File: config.mk
export PLATFORM = sky130hd
export DESIGN_NAME = bcd_mod_counter
export DESIGN_NICKNAME = d
export VERILOG_FILES = /design/src/rtl/bcd_mod_counter.sv
export SDC_FILE = /design/constraint.sdc
export NUM_CORES = 1
export LEC_CHECK = 0
export CAP_MARGIN = 20
export CORE_MARGIN = 2
export CORE_UTILIZATION = 58
export CTS_BUF_LIST = sky130_fd_sc_hd__clkbuf_4
export DETAILED_ROUTE_END_ITERATION = 8
export GPL_TIMING_DRIVEN = 0
export PLACE_DENSITY = 0.88
export SYNTH_ARGS = -nofsm -noshare
export SYNTH_HDL_FRONTEND = slang
export SYNTH_SLANG_ARGS = --single-unit
File: constraint.sdc
create_clock -name CP -period 6.1 [get_ports CP]
set_input_delay 0.915 -clock CP [delete_from_list [all_inputs] [get_ports CP]]
set_output_delay 0.915 -clock CP [all_outputs]
set_load 0.01 [all_outputs]
File: src/rtl/bcd_mod_counter.sv
// Two-digit BCD modulo-MOD up/down counter with synchronous load, manual
// advance (ADJ), one-cycle carry/borrow pulse and combinational terminal count.
module bcd_mod_counter #(
  parameter int MOD       = 60,
  parameter bit ADJ_CARRY = 1'b0
) (
  input  logic       CP,
  input  logic       reset,
  input  logic       EN,
  input  logic       UP,
  input  logic       LOAD,
  input  logic [7:0] LOAD_VAL,
  input  logic       ADJ,
  output logic [7:0] Cnt,
  output logic       CO,
  output logic       TC,
  output logic       ERR
);
  localparam int         LAST     = MOD - 1;
  localparam logic [7:0] LAST_BCD = {4'(LAST / 10), 4'(LAST % 10)};

  logic       at_last, at_zero, load_ok;
  logic [7:0] up_nxt, dn_nxt;

  always_comb begin
    at_last = (Cnt == LAST_BCD);
    at_zero = (Cnt == 8'h00);

    if (at_last)              up_nxt = 8'h00;
    else if (Cnt[3:0] == 4'd9) up_nxt = {Cnt[7:4] + 4'd1, 4'd0};
    else                      up_nxt = {Cnt[7:4], Cnt[3:0] + 4'd1};

    if (at_zero)              dn_nxt = LAST_BCD;
    else if (Cnt[3:0] == 4'd0) dn_nxt = {Cnt[7:4] - 4'd1, 4'd9};
    else                      dn_nxt = {Cnt[7:4], Cnt[3:0] - 4'd1};

    // Both digits must be decimal before the weighted value is meaningful.
    load_ok = (LOAD_VAL[7:4] <= 4'd9) && (LOAD_VAL[3:0] <= 4'd9) &&
              ((int'(LOAD_VAL[7:4]) * 10 + int'(LOAD_VAL[3:0])) < MOD);
  end

  // Independent of EN so a following stage can be enabled by EN & TC.
  assign TC = UP ? at_last : at_zero;

  always_ff @(posedge CP) begin
    if (reset) begin
      Cnt <= 8'h00;
      CO  <= 1'b0;
      ERR <= 1'b0;
    end else if (LOAD) begin
      CO <= 1'b0;
      if (load_ok) begin
        Cnt <= LOAD_VAL;
        ERR <= 1'b0;
      end else begin
        ERR <= 1'b1;
      end
    end else if (ADJ) begin
      Cnt <= up_nxt;
      CO  <= ADJ_CARRY && at_last;
    end else if (EN) begin
      Cnt <= UP ? up_nxt : dn_nxt;
      CO  <= UP ? at_last : at_zero;
    end else begin
      CO <= 1'b0;
    end
  end
endmodule

==> results_dict.tcl, run 1 <==
set metrics [dict create \
    number_of_cells_traversed_by_the_worst_register_to_register_path 8 \
    rsz0062_at_grt "false" \
    rr_startpoint "Cnt[4]" \
    cts_hold_buffers 0 \
    switching_share_pct 39.6 \
    p_clk_share_pct 18.4 \
    grt_antenna_before_repair 0 \
    numClockSinks 10 \
    syn_avg_cell_area_um2 7.79 \
    min_from "ERR" \
    fin_worst_hold_slack_ps 481 \
    final_slew_viol_count 0 \
    postSynthRegisterBits 10 \
    die_area_um2 2590 \
    hold_path.class "reg2reg" \
    die-height_um 50.9 \
    critical_path.startpoint_type "input pin" \
    synthesized_netlist_net_count 190 \
    max_slew_margin_pct 62.7 \
    cts_repair_resize_count 0 \
    vias 1374 \
    number_of_synthesized_flops_with_an_enable_pin 0 \
    clock_pin_slew_of_the_registers_on_the_worst_case_setup_and_hold_paths_ps 70 \
    power.switching_uw 99.4 \
    num-nets-final 216 \
    htree_levels 1 \
    crit-reg2reg-capture "Cnt[4]" \
    power.density_nw_per_um2 163 \
    finalWeightedCongestion 0.847 \
    power_frac_comb_pct 50.0 \
    hold_path_depth 2 \
    grt_use_met2_pct 46.3 \
    synthMostInstantiatedCell "sky130_fd_sc_hd__a21oi_1" \
    totalPowerFinal_uw 251 \
    grt.met3_usage_pct 7.60 \
    final_hold_viol_count 0 \
    worstSkewPairLatency_ps 270 \
    cts_setup_buffers 0 \
    syn-cell-area_um2 1280 \
    tightestPinTransition_ps 552 \
    grt_pass1_vias 1270 \
    tritoncts_clock_tree "yes" \
    tritoncts.num_buffers 3 \
    post-route-util_pct 76.4 \
    worstPathMaxFanout 10 \
    fp-row-count 16 \
    setup_violations 0 \
    die_width_um 50.9 \
    syn2layout_area_growth_pct 20.9 \
    routed_via_density 6.39 \
    finalWorstPathRequiredPeriod_ps 3950 \
    n_antenna_cell 0 \
    synth.top_cells.by_area "sky130_fd_sc_hd__dfxtp_1, sky130_fd_sc_hd__ha_1, sky130_fd_sc_hd__a21oi_1, sky130_fd_sc_hd__o21ai_0, sky130_fd_sc_hd__nand2_1" \
    number_of_buffers_inserted_by_port_buffering 21 \
    register_share_of_total_power_pct 31.6 \
    numPlacedInstances 212 \
    async_reset_ff_share_pct 0 \
    leakage_uw 0.000573 \
    synth.yosys.warnings 0 \
    worst_ep_arrival_time_ps 4130 \
    grt_busiest_layer "met2" \
    power.internal_uw 152 \
    critical_path_required_ps 6280 \
    drt_first_iter_violations 48 \
    initial_core_util_pct 63.2 \
    yosysSeqAreaShare_pct 15.7 \
    post-synth-top-area-cell "sky130_fd_sc_hd__dfxtp_1" \
    drcViolationCount 0 \
    io-pin-count 25 \
    synth_cell_types 58 \
    dp_hpwl_mm 2.59 \
    max_freq_ghz 0.253 \
    firstDrtPassIters 4 \
    critical_path.startpoint "LOAD_VAL[5]" \
    ir_drop_uv 170 \
    ys_dominant_reg_cell "sky130_fd_sc_hd__dfxtp_1" \
    routedWlPerCell_um 15.7 \
    route.final.wire_length_mm 3.38 \
    max_cap_viol_count 0 \
    max-clock-path-buffers 2 \
    setup-tns-final_ps 0 \
    global_route.usage.total_pct 27.6 \
    global_route_wire_length_before_repair_mm 5.61 \
    globalRoute.totalOverflow 0 \
    timing.clock.skew_ps 9.07 \
    setup.worst_path.end_class "flop" \
    timing.reg2reg.setup_slack_ps 3980 \
    layout_worst_path_cycle_share_pct 64.7 \
    final_layout_size_suffix_gt1_share_pct 9.04 \
    syn-instance-count 164 \
    yosysTopAreaCellShare_pct 15.7 \
    hold_path_end "ERR" \
    synth_commonest_cells "sky130_fd_sc_hd__a21oi_1, sky130_fd_sc_hd__nand2_1, sky130_fd_sc_hd__dfxtp_1, sky130_fd_sc_hd__ha_1, sky130_fd_sc_hd__o21ai_0" \
    grt_max_degree 11 \
    final-instance-count-excl-fill 215 \
    clk_root_buffer_cell "sky130_fd_sc_hd__clkbuf_4" \
    global_route.usage.met1_pct 35.3 \
    status "finished clean" \
    antenna_left 0 \
    core_area_um2 2020 \
    timing.setup.critical_path_class "in2reg" \
]
## worst max-delay path: stages
cell	delay (ps)
sky130_fd_sc_hd__clkdlybuf4s50_1	620
sky130_fd_sc_hd__ha_1	300
sky130_fd_sc_hd__ha_1	200
sky130_fd_sc_hd__fa_1	580
sky130_fd_sc_hd__and3b_1	230
sky130_fd_sc_hd__a41o_1	210
sky130_fd_sc_hd__o2111ai_2	160
sky130_fd_sc_hd__o31ai_4	500
sky130_fd_sc_hd__a21oi_1	140
sky130_fd_sc_hd__a311oi_1	270
## logic make-up after synthesis
| group | after synthesis | share of synthesized area (%) |
|---|---|---|
| buffers and inverters | 18 | 6.07 |
| AND/OR/NAND/NOR | 63 | 29.8 |
| AO/OA/AOI/OAI | 57 | 32.6 |
| XOR/XNOR | 2 | 1.37 |
| adder cells (fa/ha/maj) | 12 | 12.9 |
| multiplexers | 2 | 1.57 |
| flip-flops | 10 | 15.7 |
## worst max path at each step
stage	endpoint	slack (ps)	depth (start not counted)
2_1_floorplan	Cnt[7]	2820	9
3_3_place_gp	Cnt[7]	2050	10
3_5_place_dp	Cnt[7]	1940	10
4_1_cts	Cnt[7]	2200	10
5_1_grt	Cnt[4]	1990	10
6_report	Cnt[4]	2150	10
## layer usage
metal / routed length [µm] / up-vias
met5: 0 / -
met4: 33 / 0
met3: 258 / 8
met2: 1580 / 61
met1: 1510 / 627
li1: - / 678
## power groups by stage
stage	sequential [µW]	combinational (µW)	clock [µW]
floorplan	81.2	81.6	0
global placement	80.2	118	0
detailed placement	80.7	123	0
CTS	79.2	124	46.2
global route	80.3	137	49.1
finish	79.4	126	46.2
## cells in the final DEF, fill, tap and decap left out, types with 2 or more instances in the layout
cell | Yosys | routed
sky130_fd_sc_hd__nand2_1 | 12 | 12
sky130_fd_sc_hd__a211o_2 | 2 | 2
sky130_fd_sc_hd__o311ai_0 | 2 | 2
sky130_fd_sc_hd__o21ai_1 | 3 | 3
sky130_fd_sc_hd__o41ai_2 | 2 | 2
sky130_fd_sc_hd__nand4_1 | 2 | 2
sky130_fd_sc_hd__xnor2_1 | 2 | 2
sky130_fd_sc_hd__a311oi_1 | 2 | 2
sky130_fd_sc_hd__a221oi_1 | 3 | 3
sky130_fd_sc_hd__and2_1 | 2 | 2
sky130_fd_sc_hd__mux2i_1 | 2 | 2
sky130_fd_sc_hd__buf_2 | 2 | 2
sky130_fd_sc_hd__a21oi_1 | 14 | 14
sky130_fd_sc_hd__nor2_1 | 6 | 6
sky130_fd_sc_hd__clkdlybuf4s50_1 | 0 | 21
sky130_fd_sc_hd__and3b_1 | 2 | 2
sky130_fd_sc_hd__a211oi_1 | 2 | 2
sky130_fd_sc_hd__o21ai_0 | 10 | 10
sky130_fd_sc_hd__and3_1 | 2 | 2
sky130_fd_sc_hd__ha_1 | 10 | 10
sky130_fd_sc_hd__dfxtp_1 | 10 | 10
sky130_fd_sc_hd__o21bai_1 | 2 | 2
sky130_fd_sc_hd__clkbuf_4 | 0 | 3
sky130_fd_sc_hd__o21a_1 | 2 | 2
sky130_fd_sc_hd__nor3_1 | 8 | 8
sky130_fd_sc_hd__nor2b_1 | 2 | 2
sky130_fd_sc_hd__fa_1 | 2 | 2
sky130_fd_sc_hd__or4_1 | 2 | 2
sky130_fd_sc_hd__a31oi_1 | 3 | 3
sky130_fd_sc_hd__nand2b_1 | 6 | 6
sky130_fd_sc_hd__clkbuf_1 | 7 | 7
sky130_fd_sc_hd__nand3_1 | 3 | 3
sky130_fd_sc_hd__inv_1 | 8 | 8
## through the flow
stage	worst slack (ps)	area, µm²
3_3_place_gp	2050	1520
3_5_place_dp	1940	1520
2_1_floorplan	2820	1280
5_1_grt	1990	1540
6_report	2150	1540
4_1_cts	2200	1540
## flip-flops by register name (all words and copies together), names as in the netlist
register and cells:
ERR 1, CO 1, Cnt 8
## layout make-up
type / instances / area, µm²
Clock buffer: 3 / 22.5
Fill cell: 160 / 478
Inverter: 8 / 30.0
Sequential cell: 10 / 200
Tap cell: 27 / 33.8
Timing Repair Buffer: 21 / 210
Multi-Input combinational cell: 136 / 1000
Buffer: 10 / 47.5
No activity file was read; power rests on OpenSTA's default activity.
==> run 2: changes to the inputs <==
CORE_UTILIZATION = 54   (was 58)
PLACE_DENSITY = 0.83   (was 0.88)
clock period = 3.66 ns   (was 6.1 ns; I/O delays follow)
==> run 2 against run 1 <==
Power rose by 68%. Design area rose by 1.4%. Wire length fell by 4.4%. Die area rose by 6.8%. Final cell count rose by 0.93%. First-iteration DRC count fell by 2.1%. Critical path depth rose by 1. Non-clock buffer count rose by 1. Sequential power rose by 66%. Register-to-register slack got worse by 2400 ps. Sequential share of layout area fell by 0.18 points. Critical path type unchanged. Largest cell class unchanged. Highest routed layer unchanged.
==> results_dict.tcl, run 2 (same netlist as run 1, synthesis figures left out) <==
set metrics [dict create \
    max_slew_margin_pct 65.7 \
    rr_startpoint "Cnt[4]" \
    timing.clock.skew_ps 5.54 \
    power.switching_uw 166 \
    max_flop_register "Cnt" \
    ir_drop_uv 218 \
    max-clock-path-buffers 2 \
    timing.setup.critical_path_class "in2reg" \
    max_freq_ghz 0.288 \
    worstSkewPairLatency_ps 270 \
    final_hold_viol_count 0 \
    critical_path.startpoint "LOAD_VAL[5]" \
    critical_path_depth 11 \
    grt_antenna_before_repair 0 \
    numClockSinks 10 \
    initial_core_util_pct 57.2 \
    final_area_um2 1570 \
    clk_root_buffer_cell "sky130_fd_sc_hd__clkbuf_4" \
    n_antenna_cell 0 \
    fp-row-count 17 \
    drt_first_iter_violations 47 \
    num-nets-final 217 \
    post-route-util_pct 70.1 \
    layout_worst_path_cycle_share_pct 94.9 \
    global_route.usage.total_pct 25.0 \
    grt_max_degree 11 \
    dp_hpwl_mm 2.56 \
    grt_pass1_vias 1225 \
    setup.worst_path.end_class "flop" \
    firstDrtPassIters 7 \
    worstPathMaxFanout 10 \
    worst_ep_arrival_time_ps 3640 \
    vias 1373 \
    number_of_cells_traversed_by_the_worst_register_to_register_path 8 \
    detailed_place.area_um2 1520 \
    register_share_of_total_power_pct 31.3 \
    final_cell_mix "sky130_fd_sc_hd__clkdlybuf4s50_1, sky130_fd_sc_hd__a21oi_1, sky130_fd_sc_hd__nand2_1" \
    die_width_um 52.6 \
    syn2layout_area_growth_pct 22.5 \
    tritoncts_clock_tree "yes" \
    antenna_left 0 \
    leading_cell_type_in_the_layout_fill_and_taps_excluded "sky130_fd_sc_hd__clkdlybuf4s50_1" \
    clock_pin_slew_of_the_registers_on_the_worst_case_setup_and_hold_paths_ps 60 \
    number_of_buffers_inserted_by_port_buffering 21 \
    critPathTopFamily "adder cells" \
    global_route_wire_length_before_repair_mm 5.23 \
    setup_violations 0 \
    cts_hold_buffers 0 \
    routedWlPerCell_um 14.9 \
    max_cap_viol_count 0 \
    critical_path_required_ps 3820 \
    setup-tns-final_ps 0 \
    status "finished clean" \
    worst_path_most_repeated_cell "sky130_fd_sc_hd__ha_1" \
    power_frac_comb_pct 50.4 \
    finalWeightedCongestion 0.885 \
    slowest_cell_on_crit_path "sky130_fd_sc_hd__fa_1" \
    final_slew_viol_count 0 \
    core_area_um2 2230 \
    die-height_um 52.6 \
    critical_path.startpoint_type "input pin" \
    crit_path_max_incr_delay_ps 580 \
    cp_num_buf_inv 2 \
    p_clk_share_pct 18.3 \
    final_layout_size_suffix_gt1_share_pct 9.52 \
    power.density_nw_per_um2 270 \
    route.final.wire_length_mm 3.23 \
    drcViolationCount 0 \
    rsz0062_at_grt "false" \
    timing.reg2reg.setup_slack_ps 1540 \
    finalWorstPathRequiredPeriod_ps 3470 \
    largest_register_ff_count 8 \
    routed_via_density 6.33 \
    largestRegisters "Cnt (8), CO (1), ERR (1)" \
    tightestPinTransition_ps 508 \
    htree_levels 1 \
    setup.worst_path.end "Cnt[7]" \
    hold_path.class "reg2reg" \
    leakage_uw 0.000582 \
    die_area_um2 2770 \
    io-pin-count 25 \
    globalRoute.totalOverflow 0 \
    totalPowerFinal_uw 423 \
    crit_path_cell_trace "clkdlybuf4s50_1 -> ha_1 -> ha_1 -> fa_1 -> and3b_1 -> a41o_1 -> o2111ai_2 -> o31ai_4 -> buf_12 -> nand2_4 -> o41ai_2" \
    tritoncts.num_buffers 3 \
    power.internal_uw 257 \
    crit-reg2reg-capture "Cnt[4]" \
    switching_share_pct 39.2 \
]
## run 2: cell count changes in the layout (fill, tap and decap cells not counted)
cell                     previous run  this run
sky130_fd_sc_hd__buf_12             0         1
## run 2: layout make-up
type | count | area [µm²]
Buffer | 10 | 47.5
Fill cell | 198 | 668
Tap cell | 28 | 35.0
Clock buffer | 3 | 22.5
Multi-Input combinational cell | 136 | 1000
Timing Repair Buffer | 22 | 230
Inverter | 8 | 30.0
Sequential cell | 10 | 200
## run 2: tightest hold or removal path: stages, from the launching register on
cell	delay, ps
sky130_fd_sc_hd__dfxtp_1	310
sky130_fd_sc_hd__nand2b_1	60
sky130_fd_sc_hd__a21oi_1	60
## run 2: how the worst min path moves through the flow
stage	from	to	slack [ps]	depth (start not counted)
after CTS	ERR	ERR	480	2
after detailed placement	ERR	ERR	470	2
final	ERR	ERR	480	2
after floorplan	ERR	ERR	490	2
after global routing	ERR	ERR	550	2
after global placement	ERR	ERR	460	2
## run 2: power groups by stage
stage          registers, µW  clock network (µW)  logic (µW)
2_1_floorplan            135                   0         136
3_3_place_gp             133                   0         199
3_5_place_dp             134                   0         206
6_report                 132                77.5         213
4_1_cts                  132                75.8         207
5_1_grt                  134                81.5         235
## run 2: through the flow
stage | cells | setup WS [ps] | hold slack (ps)
CTS | 216 | 114 | 482
global route | 217 | 19.0 | 546
detailed placement | 213 | -150 | 472
global placement | 213 | 3.95 | 460
finish | 217 | 187 | 476
floorplan | 164 | 744 | 494
## run 2: metal layers
layer  routed length, µm  global-route usage (%)
met5                   0                       0
met4                  12                    8.12
met3                 125                    3.14
met2                1630                    43.3
met1                1470                    31.6
## run 2: timing repair
| action | CTS | global route |
|---|---|---|
| endpoints found under the setup margin | 0 | 2 |
| buffers inserted | 0 | 1 |
| gates resized for setup | 0 | 0 |
==> run 3: changes to the inputs <==
CAP_MARGIN = 10   (was 20)
CORE_ASPECT_RATIO = 0.75   (was unset)
==> run 3 against run 2 <==
Combinational power about the same. Largest power group unchanged. Non-clock buffer count increased by 1. Critical path type unchanged. Worst setup slack got worse by 71 ps.
==> results_dict.tcl, run 3 (same netlist as run 1, synthesis figures left out) <==
set metrics [dict create \
    final_area_um2 1570 \
    power_frac_comb_pct 50.5 \
    tightestPinTransition_ps 567 \
    p_clk_share_pct 18.4 \
    grt_antenna_before_repair 0 \
    clk_root_buffer_cell "sky130_fd_sc_hd__clkbuf_4" \
    register_area_um2 200 \
    numPlacedInstances 219 \
    timing.setup.critical_path_class "in2reg" \
    detailed_place.area_um2 1530 \
    max_freq_ghz 0.282 \
    die-height_um 46.1 \
    worstSkewPairLatency_ps 270 \
    final_hold_viol_count 0 \
    setup-tns-final_ps 0 \
    number_of_buffers_inserted_by_port_buffering 21 \
    largest_register_ff_count 8 \
    worstPathMaxFanout 7 \
    status "finished clean" \
    finalWorstPathRequiredPeriod_ps 3540 \
    final_layout_size_suffix_gt1_share_pct 10.0 \
    die_area_um2 2770 \
    register_share_of_total_power_pct 31.0 \
    leakage_uw 0.000582 \
    setup.worst_path.end_class "flop" \
    drt_first_iter_violations 92 \
    numClockSinks 10 \
    dp_hpwl_mm 2.63 \
    tritoncts.num_buffers 3 \
    drcViolationCount 0 \
    routed_via_density 6.38 \
    critical_path.startpoint_type "input pin" \
    fin_worst_hold_slack_ps 480 \
    ir_drop_uv 176 \
    htree_levels 1 \
    firstDrtPassIters 4 \
    hold_path.class "reg2reg" \
    global_route_wire_length_before_repair_mm 5.76 \
    layout_worst_path_cycle_share_pct 96.8 \
    crit_path_cell_trace "clkdlybuf4s50_1 -> ha_1 -> ha_1 -> fa_1 -> and3b_1 -> and3_1 -> o22ai_1 -> o31ai_4 -> buf_4 -> buf_4 -> a211o_2 -> o41ai_2" \
    num-nets-final 218 \
    power.internal_uw 256 \
    cp_num_buf_inv 3 \
    cts_repair_resize_count 0 \
    vias 1428 \
    antenna_left 0 \
    tritoncts_clock_tree "yes" \
    max-clock-path-buffers 2 \
    switching_share_pct 39.9 \
    route.final.wire_length_mm 3.50 \
    filler_cell_count 184 \
    syn2layout_area_growth_pct 22.7 \
    critical_path.startpoint "LOAD_VAL[5]" \
    rr_startpoint "Cnt[4]" \
    global_route.usage.total_pct 28.1 \
    rsz0062_at_grt "false" \
    initial_core_util_pct 56.3 \
    core_area_um2 2270 \
    cts_hold_buffers 0 \
    leading_cell_type_in_the_layout_fill_and_taps_excluded "sky130_fd_sc_hd__clkdlybuf4s50_1" \
    finalWeightedCongestion 0.918 \
    power.density_nw_per_um2 272 \
    max_cap_viol_count 0 \
    die_width_um 60.2 \
    n_antenna_cell 0 \
    largestRegisters "Cnt (8), CO (1), ERR (1)" \
    grt_pass1_vias 1253 \
    critPathTopFamily "adder cells" \
    final_slew_viol_count 0 \
    crit_path_max_incr_delay_ps 530 \
    worst_ep_arrival_time_ps 3720 \
    routedWlPerCell_um 15.6 \
    fp-row-count 15 \
    timing.clock.skew_ps 6.60 \
    min_from "ERR" \
    io-pin-count 25 \
    final_cell_mix "sky130_fd_sc_hd__clkdlybuf4s50_1, sky130_fd_sc_hd__a21oi_1, sky130_fd_sc_hd__nand2_1" \
    multi_input_area_um2 1000 \
    final-instance-count-excl-fill 224 \
    clock_pin_slew_of_the_registers_on_the_worst_case_setup_and_hold_paths_ps 60 \
    power.switching_uw 170 \
    max_flop_register "Cnt" \
    grt_max_degree 11 \
    globalRoute.totalOverflow 0 \
    critical_path_required_ps 3830 \
    slowest_cell_on_crit_path "sky130_fd_sc_hd__fa_1" \
    max_slew_margin_pct 62.2 \
    setup_violations 0 \
]
[run 3: what timing repair did]
item | 4_1_cts | 5_1_grt
hold endpoints to repair | 0 | 0
setup endpoints to repair | 0 | 2
setup buffers | 0 | 2
[run 3: worst reg2reg max path, stage by stage, from the launching register on]
cell                       delay (ps)
sky130_fd_sc_hd__dfxtp_1          390
sky130_fd_sc_hd__inv_1            150
sky130_fd_sc_hd__ha_1             200
sky130_fd_sc_hd__or3b_2           500
sky130_fd_sc_hd__nor3_2           190
sky130_fd_sc_hd__o21ai_1           80
sky130_fd_sc_hd__a21oi_1          210
sky130_fd_sc_hd__a21oi_1           80
sky130_fd_sc_hd__a311oi_1         290
[run 3: stage by stage]
step	worst slack (ps)	total power (µW)	utilization, %
after detailed placement	-101	341	67.4
after CTS	161	421	68.4
after global routing	45.5	455	69.0
after global placement	-42.8	332	67.4
after floorplan	744	271	-
final	116	426	69.0
[run 3: power by group through the flow]
| stage | registers, µW | logic (µW) | clock network (µW) |
|---|---|---|---|
| detailed placement | 135 | 206 | 0 |
| global placement | 134 | 198 | 0 |
| floorplan | 135 | 136 | 0 |
| finish | 132 | 215 | 78.5 |
| CTS | 132 | 208 | 80.5 |
| global route | 134 | 235 | 85.5 |
[run 3: final cells by class]
cell class / instances / share of cell area (%)
inverter: 8 / 1.92
clock buffer: 3 / 1.44
tap: 34 / 2.71
timing repair buffer: 23 / 14.4
buffer: 10 / 3.03
multi-input combinational: 136 / 63.8
sequential: 10 / 12.8
[run 3: final timing paths]
path	end	slack, ps	cells after the start
worst max-delay path	Cnt[7]	120	12
worst min-delay path	ERR	480	2
worst max register to register	Cnt[4]	1480	8
worst min register to register	ERR	480	2
[run 3: layer usage]
layer  GRT usage [%]  vias up  part of all wire (%)
met5               0        -                     0
met4            9.33        0                   1.2
met3            7.58        8                   9.2
met2            44.6       77                    46
met1            37.1      658                    44
li1                -      685                     -
